[config.mk]
export PLATFORM = sky130hd
export DESIGN_NAME = param_updown_counter
export DESIGN_NICKNAME = d
export VERILOG_FILES = /design/src/rtl/param_updown_counter.sv
export SDC_FILE = /design/constraint.sdc
export NUM_CORES = 1
export LEC_CHECK = 0
export CORE_MARGIN = 1.5
export CORE_UTILIZATION = 47
export CTS_BUF_LIST = sky130_fd_sc_hd__clkbuf_16
export DETAILED_ROUTE_END_ITERATION = 8
export GPL_TIMING_DRIVEN = 0
export HOLD_SLACK_MARGIN = 0.05
export PLACE_DENSITY = 0.78
export SLEW_MARGIN = 20
export SYNTH_ARGS = -nofsm -noshare
export SYNTH_HDL_FRONTEND = slang
export SYNTH_SLANG_ARGS = --single-unit
export TNS_END_PERCENT = 50
[constraint.sdc]
create_clock -name clk -period 2.08 [get_ports clk]
set_input_delay 0.208 -clock clk [delete_from_list [all_inputs] [get_ports clk]]
set_output_delay 0.208 -clock clk [all_outputs]
set_load 0.05 [all_outputs]
[src/rtl/param_updown_counter.sv]
`default_nettype none
// ============================================================================
// param_updown_counter: parametrised up/down counter with enable prescaler,
// wrap/saturate boundaries, terminal-count pulse and sticky overflow flag.
// Revision: 1.0
// ============================================================================
module param_updown_counter #(
    parameter int WIDTH     = 8,
    parameter int MAX_VALUE = 255,
    parameter int PRESCALE  = 1,
    parameter int SATURATE  = 0
) (
    input  logic             clk,
    input  logic             reset,
    input  logic             enable,
    input  logic             up,
    input  logic             load,
    input  logic [WIDTH-1:0] load_value,
    input  logic             clear,
    output logic [WIDTH-1:0] q,
    output logic             tick,
    output logic             tc,
    output logic             ovf
);

    localparam int               PRE_W    = (PRESCALE > 1) ? $clog2(PRESCALE) : 1;
    localparam logic [WIDTH-1:0] MAX_Q    = WIDTH'(MAX_VALUE);
    localparam logic [PRE_W-1:0] PRE_LAST = PRE_W'(PRESCALE - 1);
    localparam bit               HOLD     = (SATURATE != 0);

    logic [PRE_W-1:0] pre;
    logic             step;
    logic             at_bound;
    logic [WIDTH-1:0] load_clamped;

    assign step         = enable && (pre == PRE_LAST);
    assign at_bound     = up ? (q == MAX_Q) : (q == '0);
    assign load_clamped = (load_value > MAX_Q) ? MAX_Q : load_value;

    always_ff @(posedge clk or negedge reset) begin
        if (!reset) begin
            q    <= '0;
            pre  <= '0;
            tick <= 1'b0;
            tc   <= 1'b0;
            ovf  <= 1'b0;
        end else if (clear) begin
            q    <= '0;
            pre  <= '0;
            tick <= 1'b0;
            tc   <= 1'b0;
            ovf  <= 1'b0;
        end else if (load) begin
            q    <= load_clamped;
            pre  <= '0;
            tick <= 1'b0;
            tc   <= 1'b0;
        end else begin
            tick <= step;
            tc   <= step && at_bound;
            if (enable) begin
                pre <= step ? '0 : pre + 1'b1;
            end
            if (step) begin
                if (at_bound) begin
                    ovf <= 1'b1;
                    // Saturating mode leaves q untouched at the boundary.
                    if (!HOLD) begin
                        q <= up ? '0 : MAX_Q;
                    end
                end else begin
                    q <= up ? q + 1'b1 : q - 1'b1;
                end
            end
        end
    end

endmodule
`default_nettype wire

==> results of run 1 <==
cell usage in the layout, fill, tap and decap left out, types with 2 or more instances in the layout:
master           count
clkdlybuf4s50_1     22
nand3_1              2
inv_1                3
nand2_1              7
a211oi_1             2
nor3_2               2
clkbuf_16            3
dfrtp_1             12
nor2_1              12
a21o_1               4
nor3_1               2
o21ai_0              4
o21a_1               2
a21oi_1             10
buf_4                2
ha_1                 6
o21ai_1              4
xnor2_1              3
nor4b_1              2
nor2b_1              2
cell families after synthesis:
kind of cell             Yosys count
AO/OA/AOI/OAI                     33
XOR/XNOR                           4
adder cells (fa/ha/maj)            7
buffers and inverters              6
flip-flops                        12
AND/OR/NAND/NOR                   40
metrics by stage:
| step | util | TNS [ns] | std cells |
|---|---|---|---|
| 2_1_floorplan | - | 0 | 102 |
| 3_3_place_gp | 0.660 | -1.38 | 150 |
| 3_5_place_dp | 0.660 | -1.35 | 150 |
| 4_1_cts | 0.703 | 0 | 154 |
| 5_1_grt | 0.701 | 0 | 154 |
| 6_report | 0.701 | 0 | 154 |
path summary, 6_finish.rpt:
kind | from | endpoint | slack (ns) | cells past startpoint
max | q[4]$_DFFE_PN0P_ | q[7]$_DFFE_PN0P_ | 0.13 | 7
min | load | pre$_DFFE_PN0P_ | 0.23 | 2
max reg2reg | q[4]$_DFFE_PN0P_ | q[7]$_DFFE_PN0P_ | 0.13 | 7
min reg2reg | pre$_DFFE_PN0P_ | pre$_DFFE_PN0P_ | 0.55 | 1
max in group asynchronous | reset | q[6]$_DFFE_PN0P_ | 1.42 | 1
min in group asynchronous | reset | q[3]$_DFFE_PN0P_ | 0.31 | 1
layout make-up:
| type | count | area [µm²] |
|---|---|---|
| multi-input combinational | 84 | 584 |
| fill | 150 | 533 |
| sequential | 12 | 300 |
| timing repair buffer | 23 | 225 |
| clock buffer | 3 | 75.1 |
| tap | 25 | 31.3 |
| buffer | 2 | 15.0 |
| inverter | 4 | 15.0 |
| clock inverter | 1 | 3.75 |
report_power, final:
group	internal, mW	total, mW	switching (mW)	leakage, nW
clock	0.253	0.349	0.0961	0.0385
combinational	0.175	0.424	0.249	0.354
sequential	0.260	0.303	0.0425	0.157
Yosys cell counts (2+ instances only):
library cell and number:
nand2_1 7, nor3_1 2, buf_4 2, o21ai_0 4, a21o_1 4, a21oi_1 10
ha_1 6, dfrtp_1 12, nand3_1 2, o21a_1 2, nor2b_1 2, xnor2_1 3
o21ai_1 4, nor2_1 12, inv_1 4, nor3_2 2, a211oi_1 2, nor4b_1 2
timing repair:
action	CTS	global route
cloned	0	0
setup endpoints to repair	3	1
hold endpoints to repair	0	0
resized for setup	2	2
sequential cells by signal, indices dropped and copies added (netlist names):
signal / cells
ovf: 1
pre: 1
q: 8
tc: 1
tick: 1
layer usage:
| layer | GRT usage | part of all wire | vias up |
|---|---|---|---|
| met3 | 0.0731 | 0.050 | 4 |
| met5 | 0 | 0 | - |
| met4 | 0.0833 | 0.013 | 0 |
| met2 | 0.389 | 0.47 | 37 |
| li1 | - | - | 432 |
| met1 | 0.303 | 0.46 | 441 |
==> impl_metrics.tcl, run 1 <==
set metrics [dict create \
    status "finished, final reports clean" \
    path_clk_slew_ns 0.04 \
    die_area_um2 2220 \
    setup_slack_ns 0.130 \
    pre_cts_ws_ns -0.444 \
    synthTopCellsByArea "dfrtp_1 33%, ha_1 8.2%, a21oi_1 5.5%, nor2_1 4.9%, a21o_1 3.3%" \
    path_class "flop to flop" \
    worstMarginPinSlew_ns 0.518 \
    crit_chain "ha_1, a21o_1, a21o_1, a221oi_2, xnor2_1, o21ai_1, a21oi_1" \
    cpMaxStageDelayCell "dfrtp_1" \
    coreArea_um2 1780 \
    min_path_type "input port to flop" \
    drv_cap 0 \
    worst_path_dominant_cell_family "compound AO/OA/AOI/OAI gates" \
    yosys_warnings 0 \
    clockRootBuffer "clkbuf_16" \
    first_pass_iters 4 \
    synth_top_family_by_area "simple AND/OR/NAND/NOR gates" \
    synth_compound_area_frac 0.238 \
    end_kind "flop" \
    io_pins 25 \
    drtIter0Drc 23 \
    cp_max_fo 5 \
    nNetsFinal 151 \
    hold_buffers 0 \
    track_usage 0.240 \
    yosys.area.top_type "dfrtp_1" \
    die_w_um 47.1 \
    cts_buffers 3 \
    io_buffers 23 \
    design_power_total_mw 1.08 \
    clock-sinks 12 \
    final-hold-violation-count 0 \
    gp_congestion 0.874 \
    netlist_instances 102 \
    fin_area_um2 1250 \
    num_vias 914 \
    synth-main-ff-cell "dfrtp_1" \
    crit_path_frequent_cell "a21o_1" \
    fin_crit_ns 1.95 \
    syn_area_um2 915 \
    synth-xor-area-share 0.0383 \
    antennaDiodeCount 0 \
    ant_nets 0 \
    fp.dieH_um 47.1 \
    grt_pass1_wl_um 3640 \
    ir_drop_uv 806 \
    synth-simple-area-share 0.259 \
    placed_area_um2 1180 \
    critPathBufInv 0 \
    wl_per_cell_um 15.3 \
    synth-edff-count 0 \
    grt-ovfl-total 0 \
    synth_seq_cells 12 \
    wl_um 2360 \
    synth_mux_area_frac 0 \
    via_per_inst 5.94 \
    grt_max_degree 13 \
    synth_fa_ha_area_frac 0.104 \
    synth_area_per_cell_um2 8.97 \
    cts_setup_buffers 0 \
    async_flop_share 1.00 \
    cts_max_level 1 \
    synth-seq-area-share 0.328 \
    period_share 0.937 \
    skew_ns 0.00305 \
    yosysUniqueCellTypes 38 \
    cp.required_ns 2.24 \
    arrival_ns 2.11 \
    power.density_nw_per_um2 860 \
    cp-start-kind "flop" \
    finalSetupViolCount 0 \
    grt_pass1_vias 822 \
    insertion_delay_ns 0.24 \
    slew_headroom 0.653 \
    synth.top_cell.area_share 0.328 \
    p_leak_nw 0.550 \
    row_count 15 \
    area_growth_syn_to_layout_pct 36.7 \
    whs_ns 0.227 \
    drive_above_1_share 0.116 \
    dpl.hpwl_um 1770 \
    cpPeakStageDelay_ns 0.43 \
    antenna_found_initial 0 \
    max_freq_mhz 513 \
    drv_slew 0 \
    route.detailed.drc 0 \
    syn_nets 123 \
    clk_path_buf_depth 2 \
    rsz0062_at_grt "false" \
    initial_utilization 0.513 \
    cts_tree "done" \
]
(Power assumes the default switching activity.)
==> inputs of run 2 (changes only) <==
--- a/config.mk
+++ b/config.mk
@@ -6,12 +6,13 @@
 export NUM_CORES = 1
 export LEC_CHECK = 0
 export CORE_MARGIN = 1.5
-export CORE_UTILIZATION = 47
+export CORE_UTILIZATION = 61
 export CTS_BUF_LIST = sky130_fd_sc_hd__clkbuf_16
 export DETAILED_ROUTE_END_ITERATION = 8
+export DONT_BUFFER_PORTS = 1
 export GPL_TIMING_DRIVEN = 0
 export HOLD_SLACK_MARGIN = 0.05
-export PLACE_DENSITY = 0.78
+export PLACE_DENSITY = 0.77
 export SLEW_MARGIN = 20
 export SYNTH_ARGS = -nofsm -noshare
 export SYNTH_HDL_FRONTEND = slang
==> run 2 against run 1 <==
  * Flip-flop and latch count stayed put
  * Setup slack got worse by 0.021 ns
  * Cell count fell by 20%
  * Largest cell class unchanged
  * Highest routed layer unchanged
==> impl_metrics.tcl, run 2 (synthesized netlist as in run 1, its figures left out) <==
set metrics [dict create \
    wl_per_cell_um 18.3 \
    cts_max_level 1 \
    cp.required_ns 2.19 \
    hold_start "clear" \
    status "finished, final reports clean" \
    num_vias 820 \
    die_w_um 41.7 \
    ir_drop_uv 653 \
    crit_chain "ha_4, nor2b_1, o31a_1, o21ai_0, nand2b_1, nor4b_1, nor2_1" \
    cts_tree "done" \
    drive_above_1_share 0.213 \
    min_path_type "input port to flop" \
    initial_utilization 0.677 \
    row_count 13 \
    track_usage 0.283 \
    worstHoldPathCells 1 \
    nNetsFinal 131 \
    worstMarginPinSlew_ns 0.610 \
    hold_end "tick$_DFF_PN0_" \
    cpPeakStageDelay_ns 0.58 \
    ff2ff_path_depth 7 \
    clk_path_buf_depth 2 \
    fin_crit_ns 1.97 \
    path_class "flop to flop" \
    cpMaxStageDelayCell "dfrtp_4" \
    design_power_total_mw 1.02 \
    drtIter0Drc 20 \
    power.density_nw_per_um2 936 \
    drv_slew 0 \
    antenna_found_initial 0 \
    final-hold-violation-count 0 \
    r2r_end "q[6]$_DFFE_PN0P_" \
    insertion_delay_ns 0.24 \
    antennaDiodeCount 0 \
    path_clk_slew_ns 0.04 \
    critPathBufInv 0 \
    period_share 0.947 \
    first_pass_iters 4 \
    area_growth_syn_to_layout_pct 18.9 \
    grt-ovfl-total 0 \
    clockRootBuffer "clkbuf_16" \
    via_per_inst 6.67 \
    cts_setup_buffers 0 \
    regMostFlops "q" \
    skew_ns 0.00320 \
    p_leak_nw 0.467 \
    fp.dieH_um 41.7 \
    coreArea_um2 1350 \
    rsz0062_at_grt "true" \
    cp_max_fo 5 \
    clock-sinks 12 \
    drv_cap 0 \
    grt_pass1_wl_um 3730 \
    post-route-util 0.805 \
    arrival_ns 2.08 \
    worst_path_dominant_cell_family "simple AND/OR/NAND/NOR gates" \
    max_freq_mhz 508 \
    gp_congestion 0.825 \
    die_area_um2 1740 \
    io_pins 25 \
    grt_pass1_vias 822 \
    wl_um 2250 \
    route.detailed.drc 0 \
    cts_buffers 3 \
    r2r_start "q[2]$_DFFE_PN0P_" \
    fillCellCount 90 \
    grt_max_degree 13 \
    cp-start-kind "flop" \
    slew_headroom 0.593 \
    dpl.hpwl_um 1520 \
    ant_nets 0 \
    pre_cts_ws_ns -0.147 \
    mostFrequentLayoutCells "12 x nor2_1, 10 x a21oi_1, 7 x nand2_1, 6 x dfrtp_2, 5 x dfrtp_1" \
    final_common_cell "nor2_1" \
    ff2ff_setup_slack_ns 0.11 \
    setup_slack_ns 0.110 \
    finalSetupViolCount 0 \
    placed_area_um2 933 \
    whs_ns 0.0574 \
    fin_area_um2 1090 \
    largest_reg_flops 8 \
    end_kind "flop" \
    io_buffers 0 \
]
run 2: cell count changes in the layout (fill, tap and decap cells not counted):
| cell | change |
|---|---|
| dfrtp_4 | +1 |
| clkbuf_2 | -1 |
| clkdlybuf4s50_1 | -22 |
| inv_1 | +1 |
| ha_1 | -3 |
| ha_4 | +3 |
| dfrtp_1 | -7 |
| dlygate4sd3_1 | +3 |
| dfrtp_2 | +6 |
| inv_2 | -1 |
| clkinv_1 | -1 |
run 2: worst max path at each step:
stage | start | to | slack, ns | depth (start not counted)
detailed placement | q[2]$_DFFE_PN0P_ | q[6]$_DFFE_PN0P_ | -0.15 | 7
CTS | q[2]$_DFFE_PN0P_ | q[6]$_DFFE_PN0P_ | 0.02 | 7
floorplan | q[4]$_DFFE_PN0P_ | q[7]$_DFFE_PN0P_ | 0.02 | 7
global placement | q[4]$_DFFE_PN0P_ | q[7]$_DFFE_PN0P_ | -0.09 | 7
global route | q[0]$_DFFE_PN0P_ | q[6]$_DFFE_PN0P_ | -0.007 | 8
finish | q[2]$_DFFE_PN0P_ | q[6]$_DFFE_PN0P_ | 0.11 | 7
run 2: through the flow:
step                      cells  setup TNS, ns
final                       123              0
after CTS                   123              0
after global placement      117         -0.179
after global routing        123        -0.0123
after floorplan             102              0
after detailed placement    117         -0.286
run 2: report_power, final:
part	total [mW]	internal (mW)	switching (mW)
clock	0.344	0.250	0.0937
sequential	0.407	0.264	0.143
combinational	0.268	0.130	0.137
run 2: final cells by class:
cell class | instances | area [µm²] | area share
Buffer | 2 | 15.0 | 0.0138
Clock buffer | 3 | 75.1 | 0.0690
Inverter | 4 | 15.0 | 0.0138
Multi-Input combinational cell | 84 | 622 | 0.572
Sequential cell | 12 | 312 | 0.287
Tap cell | 15 | 18.8 | 0.0173
Timing Repair Buffer | 3 | 30.0 | 0.0276
run 2: what timing repair did:
action	in CTS	in global routing
endpoints found under the setup margin	4	2
resized for setup	5	6
hold buffers	3	0
hold endpoints to repair	13	0
run 2: layer usage:
layer,track usage,up-vias,part of all wire
met5,0,-,0
met4,0.0581,0,0.013
met3,0.0826,6,0.078
met2,0.466,41,0.48
met1,0.369,381,0.43
li1,-,392,-
run 2: worst reg2reg max path, delay by kind of cell, from the launching register on:
family	cells	cell delay, ns
DFF	1	0.58
and+or+nand+nor	4	0.60
adders and majority gates	1	0.27
AOI/OAI and AO/OA	2	0.40
